==> src/rtl/snake_pkg.sv <==
// Shared widths, grid limits and FSM encoding for the snake prey placer.
// The optional raster fallback is enabled by defining SNAKE_PREY_FALLBACK_EN.
package snake_pkg;

    localparam int H_LOGIC_WIDTH = 5;
    localparam int V_LOGIC_WIDTH = 5;
    localparam int LEN_WIDTH     = 6;

    localparam logic [H_LOGIC_WIDTH-1:0] H_LOGIC_MAX = 5'd31;
    localparam logic [V_LOGIC_WIDTH-1:0] V_LOGIC_MAX = 5'd23;
    localparam logic [3:0]               MAX_RETRY   = 4'd15;

    typedef enum logic [2:0] {
        ST_REQ    = 3'd0,
        ST_WAIT   = 3'd1,
        ST_CHECK  = 3'd2,
        ST_SCAN   = 3'd3,
        ST_COMMIT = 3'd4,
        ST_IDLE   = 3'd5
    } state_t;

    // Compared at 32 bits so a max equal to the all-ones code is not a constant compare.
    function automatic logic off_grid(input logic [H_LOGIC_WIDTH-1:0] x,
                                      input logic [V_LOGIC_WIDTH-1:0] y);
        return (32'(x) > 32'(H_LOGIC_MAX)) || (32'(y) > 32'(V_LOGIC_MAX));
    endfunction

endpackage

==> src/rtl/snake_seg_match.sv <==
// Aligns the body store's one-cycle read return with its issue tag and compares
// the returned segment against the candidate; yields hit and last-compared flags.
module snake_seg_match
    import snake_pkg::*;
(
    input  logic                     clk,
    input  logic                     rst,
    input  logic                     enb,
    input  logic                     issue,
    input  logic                     issue_last,
    input  logic [H_LOGIC_WIDTH-1:0] segx,
    input  logic [V_LOGIC_WIDTH-1:0] segy,
    input  logic [H_LOGIC_WIDTH-1:0] candx,
    input  logic [V_LOGIC_WIDTH-1:0] candy,
    output logic                     hit,
    output logic                     last
);

    logic                     rd_valid;
    logic                     rd_last;
    logic                     fresh;
    logic [H_LOGIC_WIDTH-1:0] hold_x;
    logic [V_LOGIC_WIDTH-1:0] hold_y;
    logic [H_LOGIC_WIDTH-1:0] cmp_x;
    logic [V_LOGIC_WIDTH-1:0] cmp_y;

    // The store keeps reading the frozen address during a stall, so the return
    // that was in flight when enb dropped is parked here until enb comes back.
    always_ff @(posedge clk or negedge rst) begin
        if (!rst) begin
            rd_valid <= 1'b0;
            rd_last  <= 1'b0;
            fresh    <= 1'b0;
            hold_x   <= '0;
            hold_y   <= '0;
        end else begin
            fresh <= enb;
            if (fresh && !enb) begin
                hold_x <= segx;
                hold_y <= segy;
            end
            if (enb) begin
                rd_valid <= issue;
                rd_last  <= issue && issue_last;
            end
        end
    end

    assign cmp_x = fresh ? segx : hold_x;
    assign cmp_y = fresh ? segy : hold_y;
    assign hit   = rd_valid && (cmp_x == candx) && (cmp_y == candy);
    assign last  = rd_valid && rd_last;

endmodule

==> src/rtl/snake_prey_placer.sv <==
// Requests prey candidates, rejects off-grid or body-overlapping ones, publishes the
// committed prey and detects the head eating it. Raster fallback: SNAKE_PREY_FALLBACK_EN.
module snake_prey_placer
    import snake_pkg::*;
(
    input  logic                     clk,
    input  logic                     rst,
    input  logic                     enb,
    input  logic                     head_valid,
    input  logic [H_LOGIC_WIDTH-1:0] headx,
    input  logic [V_LOGIC_WIDTH-1:0] heady,
    input  logic [LEN_WIDTH-1:0]     snake_len,
    output logic [LEN_WIDTH-1:0]     seg_addr,
    input  logic [H_LOGIC_WIDTH-1:0] segx,
    input  logic [V_LOGIC_WIDTH-1:0] segy,
    output logic                     cand_req,
    input  logic [H_LOGIC_WIDTH-1:0] cand_x,
    input  logic [V_LOGIC_WIDTH-1:0] cand_y,
    output logic [H_LOGIC_WIDTH-1:0] preyx,
    output logic [V_LOGIC_WIDTH-1:0] preyy,
    output logic                     prey_valid,
    output logic                     eat,
    output state_t                   fsm_state
);

    localparam logic [LEN_WIDTH-1:0] LEN_ONE = LEN_WIDTH'(1);

    state_t                   state;
    logic [H_LOGIC_WIDTH-1:0] candx_q;
    logic [V_LOGIC_WIDTH-1:0] candy_q;
    logic [LEN_WIDTH-1:0]     len_q;
    logic                     issue_done;
    logic                     req_q;
    logic                     eat_q;
    logic [3:0]               retry;
    logic [3:0]               retry_inc;
    logic                     issue;
    logic                     issue_last;
    logic                     seg_hit;
    logic                     seg_last;
    logic                     reject;
    logic                     head_on_prey;

    assign retry_inc    = (retry == 4'hF) ? 4'hF : retry + 4'd1;
    assign issue        = (state == ST_SCAN) && !issue_done;
    assign issue_last   = (seg_addr == len_q - LEN_ONE);
    assign reject       = ((state == ST_CHECK) && off_grid(candx_q, candy_q))
                       || ((state == ST_SCAN) && seg_hit);
    assign head_on_prey = head_valid && prey_valid && (headx == preyx) && (heady == preyy);

`ifdef SNAKE_PREY_FALLBACK_EN
    logic [H_LOGIC_WIDTH-1:0] nextx;
    logic [V_LOGIC_WIDTH-1:0] nexty;

    // Raster successor of the candidate: x first, then y, both wrapping at the grid edge.
    always_comb begin
        nextx = candx_q + H_LOGIC_WIDTH'(1);
        nexty = candy_q;
        if (32'(candx_q) >= 32'(H_LOGIC_MAX)) begin
            nextx = '0;
            nexty = (32'(candy_q) >= 32'(V_LOGIC_MAX)) ? '0 : candy_q + V_LOGIC_WIDTH'(1);
        end
    end
`endif

    snake_seg_match u_seg_match (
        .clk        (clk),
        .rst        (rst),
        .enb        (enb),
        .issue      (issue),
        .issue_last (issue_last),
        .segx       (segx),
        .segy       (segy),
        .candx      (candx_q),
        .candy      (candy_q),
        .hit        (seg_hit),
        .last       (seg_last)
    );

    // REQ spends its first cycle raising the request when it was entered straight from reset.
    always_ff @(posedge clk or negedge rst) begin
        if (!rst) begin
            state      <= ST_REQ;
            candx_q    <= '0;
            candy_q    <= '0;
            len_q      <= '0;
            seg_addr   <= '0;
            issue_done <= 1'b0;
            req_q      <= 1'b0;
            eat_q      <= 1'b0;
            retry      <= '0;
            preyx      <= '0;
            preyy      <= '0;
            prey_valid <= 1'b0;
        end else if (enb) begin
            req_q <= 1'b0;
            eat_q <= 1'b0;
            if (reject) begin
`ifdef SNAKE_PREY_FALLBACK_EN
                if (retry_inc >= MAX_RETRY) begin
                    if (retry < MAX_RETRY) begin
                        retry <= retry_inc;
                    end
                    candx_q <= nextx;
                    candy_q <= nexty;
                    state   <= ST_CHECK;
                end else begin
                    retry <= retry_inc;
                    req_q <= 1'b1;
                    state <= ST_REQ;
                end
`else
                retry <= retry_inc;
                req_q <= 1'b1;
                state <= ST_REQ;
`endif
            end else begin
                case (state)
                    ST_REQ: begin
                        if (req_q) begin
                            state <= ST_WAIT;
                        end else begin
                            req_q <= 1'b1;
                        end
                    end
                    ST_WAIT: begin
                        candx_q <= cand_x;
                        candy_q <= cand_y;
                        state   <= ST_CHECK;
                    end
                    ST_CHECK: begin
                        if (snake_len == '0) begin
                            state <= ST_COMMIT;
                        end else begin
                            len_q      <= snake_len;
                            seg_addr   <= '0;
                            issue_done <= 1'b0;
                            state      <= ST_SCAN;
                        end
                    end
                    ST_SCAN: begin
                        if (seg_last) begin
                            state <= ST_COMMIT;
                        end else if (!issue_done) begin
                            if (issue_last) begin
                                issue_done <= 1'b1;
                            end else begin
                                seg_addr <= seg_addr + LEN_ONE;
                            end
                        end
                    end
                    ST_COMMIT: begin
                        preyx      <= candx_q;
                        preyy      <= candy_q;
                        prey_valid <= 1'b1;
                        retry      <= '0;
                        state      <= ST_IDLE;
                    end
                    ST_IDLE: begin
                        if (head_on_prey) begin
                            eat_q      <= 1'b1;
                            prey_valid <= 1'b0;
                            req_q      <= 1'b1;
                            state      <= ST_REQ;
                        end
                    end
                    default: state <= ST_REQ;
                endcase
            end
        end
    end

    assign cand_req  = req_q && enb;
    assign eat       = eat_q && enb;
    assign fsm_state = state;

endmodule

==> config.mk <==
export PLATFORM = sky130hd
export DESIGN_NAME = snake_prey_placer
export DESIGN_NICKNAME = d
export VERILOG_FILES = /design/src/rtl/snake_pkg.sv /design/src/rtl/snake_seg_match.sv /design/src/rtl/snake_prey_placer.sv
export SDC_FILE = /design/constraint.sdc
export NUM_CORES = 1
export LEC_CHECK = 0
export CORE_MARGIN = 2
export CORE_UTILIZATION = 41
export CTS_CLUSTER_DIAMETER = 200
export DETAILED_ROUTE_END_ITERATION = 10
export PLACE_DENSITY_LB_ADDON = 0.12
export SLEW_MARGIN = 10
export SYNTH_ARGS = -nofsm -noshare
export SYNTH_HDL_FRONTEND = slang
export SYNTH_HIERARCHICAL = 1
export SYNTH_SLANG_ARGS = --single-unit
==> constraint.sdc <==
create_clock -name clk -period 2.9 [get_ports clk]
set_input_delay 0.58 -clock clk [delete_from_list [all_inputs] [get_ports clk]]
set_output_delay 0.58 -clock clk [all_outputs]
set_load 0.01 [all_outputs]
# --- Word-level counts from Yosys, hierarchy flattened ---
# Cells that the tools add are included.
word_totals:
  in_bits: 40
  elab_cells: 92
  regBits: 52
op_classes:
  n_bitwise: 2
  reduce_logical: 27
  add_sub_neg: 2
  n_mux: 26
  eq_ne: 18
  order_cmp: 1
op_table:
  columns: ["operator", "n"]
  rows:
  - ["2-to-1 mux 6 bit", 4]
  - ["equality test 5 bit", 4]
  - ["case mux 3 bit (6 select lines)", 1]
  - ["2-to-1 mux 3 bit", 5]
  - ["logical AND 1 bit", 13]
  - ["case mux 6 bit (2 select lines)", 1]
  - ["AND reduction 4 bit", 3]
  - ["2-to-1 mux 1 bit", 10]
  - ["2-to-1 mux 5 bit", 2]
  - ["!= test 2 bit (second input constant)", 5]
  - ["!= test 3 bit (second input constant)", 3]
  - ["AND reduction 7 bit", 1]
  - ["adder 6 x 1 -> 6 bit (second input constant)", 1]
  - ["equality test 3 x 2 -> 1 bit (second input constant)", 2]
  - ["equality test 3 bit (second input constant)", 2]
  - ["equality test 6 bit", 1]
  - ["logical NOT 6 bit", 1]
  - ["case mux 1 bit (2 select lines)", 3]
  - ["AND reduction 3 bit", 2]
  - ["subtractor 6 x 1 -> 6 bit (second input constant)", 1]
  - ["greater-than comparator 5 bit (second input constant)", 1]
  - ["AND reduction 5 bit", 1]
  - ["nonzero test 2 bit", 2]
  - ["equality test 3 x 1 -> 1 bit (second input constant)", 1]
  - ["other kinds (4)", 6]

# --- Depth between registers and ports, before layout ---
# Gate-level depths: netlist of run 1.
depth:
  depth_word: 8
  mapped_depth: 11

# --- Hierarchy ---
# The synthesis of run 1 kept the hierarchy.
modules_own_cells:
  columns: ["mod", "area_each_um2", "seq_area_each_um2", "cells_per_inst", "instances"]
  rows:
  - ["snake_prey_placer", 2072.0, 975.9, 193, 1]
  - ["snake_seg_match", 709.4, 325.3, 55, 1]

# --- Worst setup path before layout of run 1 ---
# OpenSTA, ideal clock, no wires.
synth_path:
  path_kind: "input -> register"
  start: "input port segx[4]"
  end: "register len_q[0]"
  stages: 9
  setup_time_ps: 125
  required_ps: 2775
  arrival_time_ps: 2081
  slack_ps: 694
  path_cell_list: "mux2i_1 xor2_1 nand4_1 nor3_2 nand2_1 o2111a_1 o21a_1 nand2_1 mux2_2"
synth_via:
  elab_chain_cells: 8
synth_lines:
  columns: ["element", "line", "text"]
  rows:
  - ["from (decl)", "snake_prey_placer.sv:14", "input logic [H_LOGIC_WIDTH-1:0] segx,"]
  - ["2-to-1 mux 5 bit", "snake_seg_match.sv:49", "assign cmp_x = fresh ? segx : hold_x;"]
  - ["equality test 5 bit", "snake_seg_match.sv:51", "assign hit = rd_valid && (cmp_x == candx) && (cmp_y == candy);"]
  - ["logical AND 1 bit (2 in a row)", "snake_seg_match.sv:51", null]
  - ["named net seg_hit", "snake_prey_placer.sv:39", "logic seg_hit;"]
  - ["logical AND 1 bit", "snake_prey_placer.sv:48", "|| ((state == ST_SCAN) && seg_hit);"]
  - ["logical OR 1 bit", "snake_prey_placer.sv:48", null]
  - ["inverter 1 bit (no line)", null, null]
  - ["AND reduction 4 bit (no line)", null, null]
  - ["to (signal assigned)", "snake_prey_placer.sv:135", "len_q <= snake_len;"]
  - ["to (decl)", "snake_prey_placer.sv:31", "logic [LEN_WIDTH-1:0] len_q;"]
# The timed path passes the listed nets, and every way through them passes these cells.
# A chain may end at the register's enable or synchronous reset.

# --- Final worst setup path of run 1 ---
layout_path:
  start: "input port segx[4]"
  end: "register len_q[2]"
# Same word-level chain as after synthesis.

==> flow_summary.ini, run 1 <==
[status]
outcome = completed

[flow_run]
cap_violations = 0

[power_and_ir_drop]
seqPwrFrac = 0.447
ir_worst_vdd_v = 0.000478
clkPwrFrac = 0.155
p_switching_w = 0.000972
p_int_w = 0.00181
pwr-share-comb = 0.398
power_w = 0.00279
pwr_density_cell_nw_per_um2 = 773
swShare = 0.349
leakage_nw = 1.51

[critical_path]
r2r_cells = 11
timing.rr.end = len_q[2]$_DFFE_PN0P_
path_cells = clkdlybuf4s50_1 > mux2i_1 > xor2_1 > nand4_1 > nor3_2 > nand2_1 > o2111a_1 > o21a_1 > nand2_1 > buf_12 > mux2_2
r2r_setup_slack_ns = 0.51
cp-end-kind = flop
cpMostUsedCell = nand2_1
path_max_fanout = 10
crit_slowest_cell = clkdlybuf4s50_1
startpoint_type = input port
slowest_delay_ns = 0.44
cp_top_family = buffers and inverters
crit_type = input port to flop
cp_num_buf_inv = 2
reg2reg_from = u_seg_match/fresh$_DFF_PN0_
cp_data_arrival_time_ns = 2.70
required_ns = 3.09

[hold_path]
worstHoldPathType = input port to async pin

[placed_design]
port-buffer-count = 61
place_ws_ns = 0.0555
dpl.cell_count = 390
gp_congestion = 0.871
detailed_place_hpwl_um = 4570

[clocking]
cts_root_buf = clkbuf_8
cts_buffers = 5
postCtsSetupBuffers = 0
ctsHoldBuffers = 0
cts_tree = done
clk_latency_ns = 0.31
clk_pin_slew_ns = 0.10
cts_resized = 0
htreeDepth = 2
clock_sinks = 52
cts_buffer_depth = 2

[yosys]
yosysWarnings = 6
ys_seq_elements = 52
synth_nets = 290
synth_cells = 248
synth-edff-count = 0
async_reset_ff_frac = 1.00
synthFlopType = dfrtp_1
syn_area_per_cell_um2 = 11.2
seq_area_frac_synth = 0.468
yosysUniqueCellTypes = 47
netlist_area_um2 = 2780

[global_route]
busiest_layer = met2
grt_usage = 0.174
globalRouteMet2Util = 0.283
grt_max_degree = 23
antenna_found_initial = 0
grt.met1_usage = 0.229
met3_usage = 0.0429
first_global_vias = 2094
grt_pass1_wl_um = 10200
grt_overflow = 0

[floorplan]
core_um2 = 6680
die_area_um2 = 7460
die_h_um = 86.4
die_x_um = 86.4
start_util = 0.416
fp-row-count = 30
pin_count = 62

[timing]
relSlewSlack = 0.585
hold_viol_final = 0
tightest_slew_ns = 0.622
finalMaxSlewViolations = 0
timing.hold.ws_ns = 0.168
setup_tns_ns = 0
rsz0062_at_grt = false
max_freq_ghz = 0.399
fin_skew_ns = 0.00982
finalSetupViolations = 0
fin_ws_ns = 0.396
finalCriticalPeriod_ns = 2.50
period_share = 0.864

[cells_and_area]
final_net_count = 359
diodes = 0
drive_above_1_share = 0.183
fillers = 621
finalNonFillerCells = 397
layout-area-overhead-vs-synth_pct = 29.6

[routing]
dr.pass1.iters = 4
vias = 2086
post-route-drc-count = 0
drtIter0Drc = 115
ant_nets = 0
wl_per_cell_um = 15.1
via_per_inst = 5.25
wirelength_um = 5990
## flip-flops by register name (all words and copies together) (netlist names), 3 cells and up
name	count
fsm_state	3
u_seg_match/hold_x	5
preyy	5
seg_addr	6
candy_q	5
u_seg_match/hold_y	5
candx_q	5
preyx	5
len_q	6
## kinds of logic after synthesis
| family | synth area share |
|---|---|
| simple gates | 0.137 |
| flops | 0.468 |
| mux | 0.186 |
| compound gates | 0.0877 |
| xor+xnor | 0.0850 |
| buf+inv | 0.0274 |
| fa+ha+maj | 0.00900 |
## power by group through the flow
stage	Clock (W)	Combinational, W	Sequential, W
floorplan	0	0.000735	0.00120
global placement	0	0.00109	0.00127
detailed placement	0	0.00112	0.00127
CTS	0.000451	0.00112	0.00125
global route	0.000478	0.00123	0.00130
finish	0.000433	0.00111	0.00125
## metrics by stage
stage,area [um^2],utilization
floorplan,2780,-
global placement,3510,0.526
detailed placement,3510,0.526
CTS,3600,0.540
global route,3600,0.540
finish,3600,0.540
## layer usage
metal,part of all wire,vias up
met4,0.015,0
met5,0,-
met3,0.050,10
li1,-,1020
met2,0.49,59
met1,0.45,997
## cells in the mapped netlist (2+ instances only)
| master | instances | area (um^2) |
|---|---|---|
| dfrtp_1 | 52 | 1300 |
| mux2_2 | 35 | 394 |
| nand2_1 | 17 | 63.8 |
| xor2_1 | 15 | 131 |
| nor2_1 | 12 | 45.0 |
| xnor2_1 | 12 | 105 |
| mux2i_1 | 10 | 100 |
| nand3_1 | 9 | 45.0 |
| a21oi_1 | 7 | 35.0 |
| o21ai_0 | 7 | 35.0 |
| inv_1 | 6 | 22.5 |
| nand2b_1 | 6 | 37.5 |
| nand4_1 | 6 | 37.5 |
| o311ai_0 | 5 | 43.8 |
| and2_1 | 4 | 25.0 |
| buf_2 | 4 | 20.0 |
| nor3_1 | 4 | 20.0 |
| a21o_1 | 2 | 15.0 |
| buf_6 | 2 | 22.5 |
| ha_1 | 2 | 25.0 |
| mux2_1 | 2 | 22.5 |
| nor4_1 | 2 | 12.5 |
| o21bai_1 | 2 | 15.0 |
| or3_1 | 2 | 12.5 |
## worst max-delay path by stage
stage	to	depth (start not counted)	slack (ns)	from
global placement	len_q[0]$_DFFE_PN0P_	11	0.14	segx[1]
detailed placement	len_q[3]$_DFFE_PN0P_	11	0.06	segx[4]
finish	len_q[2]$_DFFE_PN0P_	11	0.40	segx[4]
global route	len_q[2]$_DFFE_PN0P_	11	0.26	segx[1]
floorplan	len_q[0]$_DFFE_PN0P_	9	0.69	segx[4]
CTS	len_q[2]$_DFFE_PN0P_	11	0.39	segx[4]
## final cells by class
cell class	count	area, um^2	area share
multi-input cells	182	1400	0.389
repair buffers	70	686	0.190
well taps	80	100	0.0278
clock inverters	1	8.76	0.00243
inverters	6	22.5	0.00625
flip-flops and latches	52	1300	0.361
clock buffers	6	82.6	0.0229
## cells in the final DEF (no fill, tap or decap), drive strengths merged, types with 5 or more instances in the layout
cell,instances
a21oi,7
buf,10
clkbuf,6
clkdlybuf4s50,60
dfrtp,52
inv,6
mux2,37
mux2i,10
nand2,17
nand2b,6
nand3,10
nand4,6
nor2,12
nor3,5
o21ai,8
o311ai,6
xnor2,12
xor2,15
No activity file was read; power rests on OpenSTA's default activity.
==> run 2, diff against run 1 <==
--- a/config.mk
+++ b/config.mk
@@ -9,7 +9,7 @@
 export CORE_UTILIZATION = 41
 export CTS_CLUSTER_DIAMETER = 200
 export DETAILED_ROUTE_END_ITERATION = 10
-export PLACE_DENSITY_LB_ADDON = 0.12
+export PLACE_DENSITY = 0.8
 export SLEW_MARGIN = 10
 export SYNTH_ARGS = -nofsm -noshare
 export SYNTH_HDL_FRONTEND = slang
==> constraint.sdc (replaced) <==
create_clock -name clk -period 2.3 [get_ports clk]
set_input_delay 0.46 -clock clk [delete_from_list [all_inputs] [get_ports clk]]
set_output_delay 0.46 -clock clk [all_outputs]
set_load 0.01 [all_outputs]
==> flow_summary.ini, run 2 (synthesis gave the netlist of run 1 again) <==
[global_route]
grt_pass1_wl_um = 10300
antenna_found_initial = 0
grt_overflow = 0
first_global_vias = 2155
grt_usage = 0.171
grt_max_degree = 30

[routing]
dr.pass1.iters = 4
vias = 2199
wirelength_um = 6190
ant_nets = 0
wl_per_cell_um = 15.1
post-route-drc-count = 0
via_per_inst = 5.38
drtIter0Drc = 104

[floorplan]
start_util = 0.416
die_area_um2 = 7460
fp-row-count = 30
die_x_um = 86.4
core_um2 = 6680
die_h_um = 86.4
pin_count = 62

[timing]
period_share = 0.996
finalSetupViolations = 0
relSlewSlack = 0.610
tightest_slew_ns = 0.586
setup_tns_ns = 0
hold_viol_final = 0
timing.hold.ws_ns = 0.142
finalCriticalPeriod_ns = 2.29
finalMaxSlewViolations = 0
max_freq_ghz = 0.436
fin_ws_ns = 0.00884
rsz0062_at_grt = true
fin_skew_ns = 0.00907

[placed_design]
placed_area_um2 = 3610
gp_congestion = 0.924
detailed_place_hpwl_um = 4700
port-buffer-count = 61
place_ws_ns = -0.334
dpl.cell_count = 400

[flow_run]
cap_violations = 0

[critical_path]
cp.depth = 12
path_cells = clkdlybuf4s50_1 > mux2i_4 > xor2_1 > nand3_1 > nor3_2 > nand2_1 > o2111a_1 > buf_4 > o21ai_1 > or3_1 > o211ai_1 > o31ai_2
critical_path.startpoint = segx[3]
required_ns = 2.49
crit_type = input port to flop
path_max_fanout = 3
crit_slowest_cell = clkdlybuf4s50_1
cp_data_arrival_time_ns = 2.48
slowest_delay_ns = 0.53
reg2reg_from = u_seg_match/fresh$_DFF_PN0_
startpoint_type = input port
cp_top_family = buffers and inverters
crit_end = seg_addr[3]$_DFFE_PN0P_
timing.rr.end = len_q[5]$_DFFE_PN0P_
cp-end-kind = flop
cp_num_buf_inv = 2
r2r_setup_slack_ns = 0.03
r2r_cells = 11

[cells_and_area]
drive_above_1_share = 0.225
final_common_cell = clkdlybuf4s50_1
largestRegisters = len_q (6), seg_addr (6)
layout_common_cells = clkdlybuf4s50_1 (57), dfrtp_1 (52), mux2_2 (35)
final_area_um2 = 3750
diodes = 0
final_net_count = 370
finalNonFillerCells = 409
fillers = 576
layout-area-overhead-vs-synth_pct = 35.0

[clocking]
ctsHoldBuffers = 0
cts_tree = done
cts_buffer_depth = 2
cts_buffers = 5
clock_sinks = 52
htreeDepth = 2
cts_root_buf = clkbuf_8
clk_pin_slew_ns = 0.10
clk_latency_ns = 0.31

[power_and_ir_drop]
leakage_nw = 1.60
ir_worst_vdd_v = 0.000695
pwr_density_cell_nw_per_um2 = 966

[hold_path]
worstHoldPathType = input port to async pin

[status]
outcome = completed
-- run 2: cell types whose count changed in the layout (fill, tap and decap cells not counted), moves of 3 or more --
cell / delta
o21ai_0: -3
dlymetal6s2s_1: +3
o21ai_1: +3
mux2i_1: -4
buf_4: +9
clkdlybuf4s50_1: -3
-- run 2: final cells by class --
type	count	area, um^2	share of cell area
clock inverter	2	17.5	0.00467
sequential	52	1300	0.347
multi-input combinational	182	1440	0.383
clock buffer	6	72.6	0.0193
tap	80	100	0.0267
timing repair buffer	81	801	0.213
inverter	6	22.5	0.00600
-- run 2: through the flow --
| step | util | total power, W |
|---|---|---|
| after floorplan | - | 0.00244 |
| after global placement | 0.541 | 0.00303 |
| after detailed placement | 0.541 | 0.00309 |
| after CTS | 0.555 | 0.00364 |
| after global routing | 0.562 | 0.00388 |
| final | 0.562 | 0.00363 |
-- run 2: worst min-delay path by stage --
stage,from,end,slack (ns)
4_1_cts,rst,fsm_state[1]$_DFFE_PN0P_,0.16
3_5_place_dp,u_seg_match/hold_x[3]$_DFFE_PN0P_,u_seg_match/hold_x[3]$_DFFE_PN0P_,0.47
3_3_place_gp,u_seg_match/hold_x[3]$_DFFE_PN0P_,u_seg_match/hold_x[3]$_DFFE_PN0P_,0.47
6_report,rst,fsm_state[1]$_DFFE_PN0P_,0.14
5_1_grt,rst,fsm_state[1]$_DFFE_PN0P_,0.17
2_1_floorplan,rst,candx_q[0]$_DFFE_PN0P_,0.16
-- run 2: routing by layer --
| layer | part of all wire | vias to the layer above | global-route usage |
|---|---|---|---|
| met4 | 0.0013 | 0 | 0.0355 |
| met5 | 0 | - | 0 |
| met2 | 0.52 | 75 | 0.292 |
| li1 | - | 1043 | - |
| met1 | 0.42 | 1079 | 0.219 |
| met3 | 0.060 | 2 | 0.0457 |
-- run 2: timing repair --
action,4_1_cts,5_1_grt
pin swaps,1,5
resized for setup,1,12
endpoints found under the setup margin,6,16
setup buffers,0,1
-- run 2: where the power goes --
part           leakage, nW  total, W  switching, W  internal [W]
Combinational        0.906   0.00158      0.000670      0.000909
Sequential           0.643   0.00151      0.000305       0.00121
Clock               0.0462  0.000536      0.000313      0.000223
Total                 1.60   0.00363       0.00129       0.00234
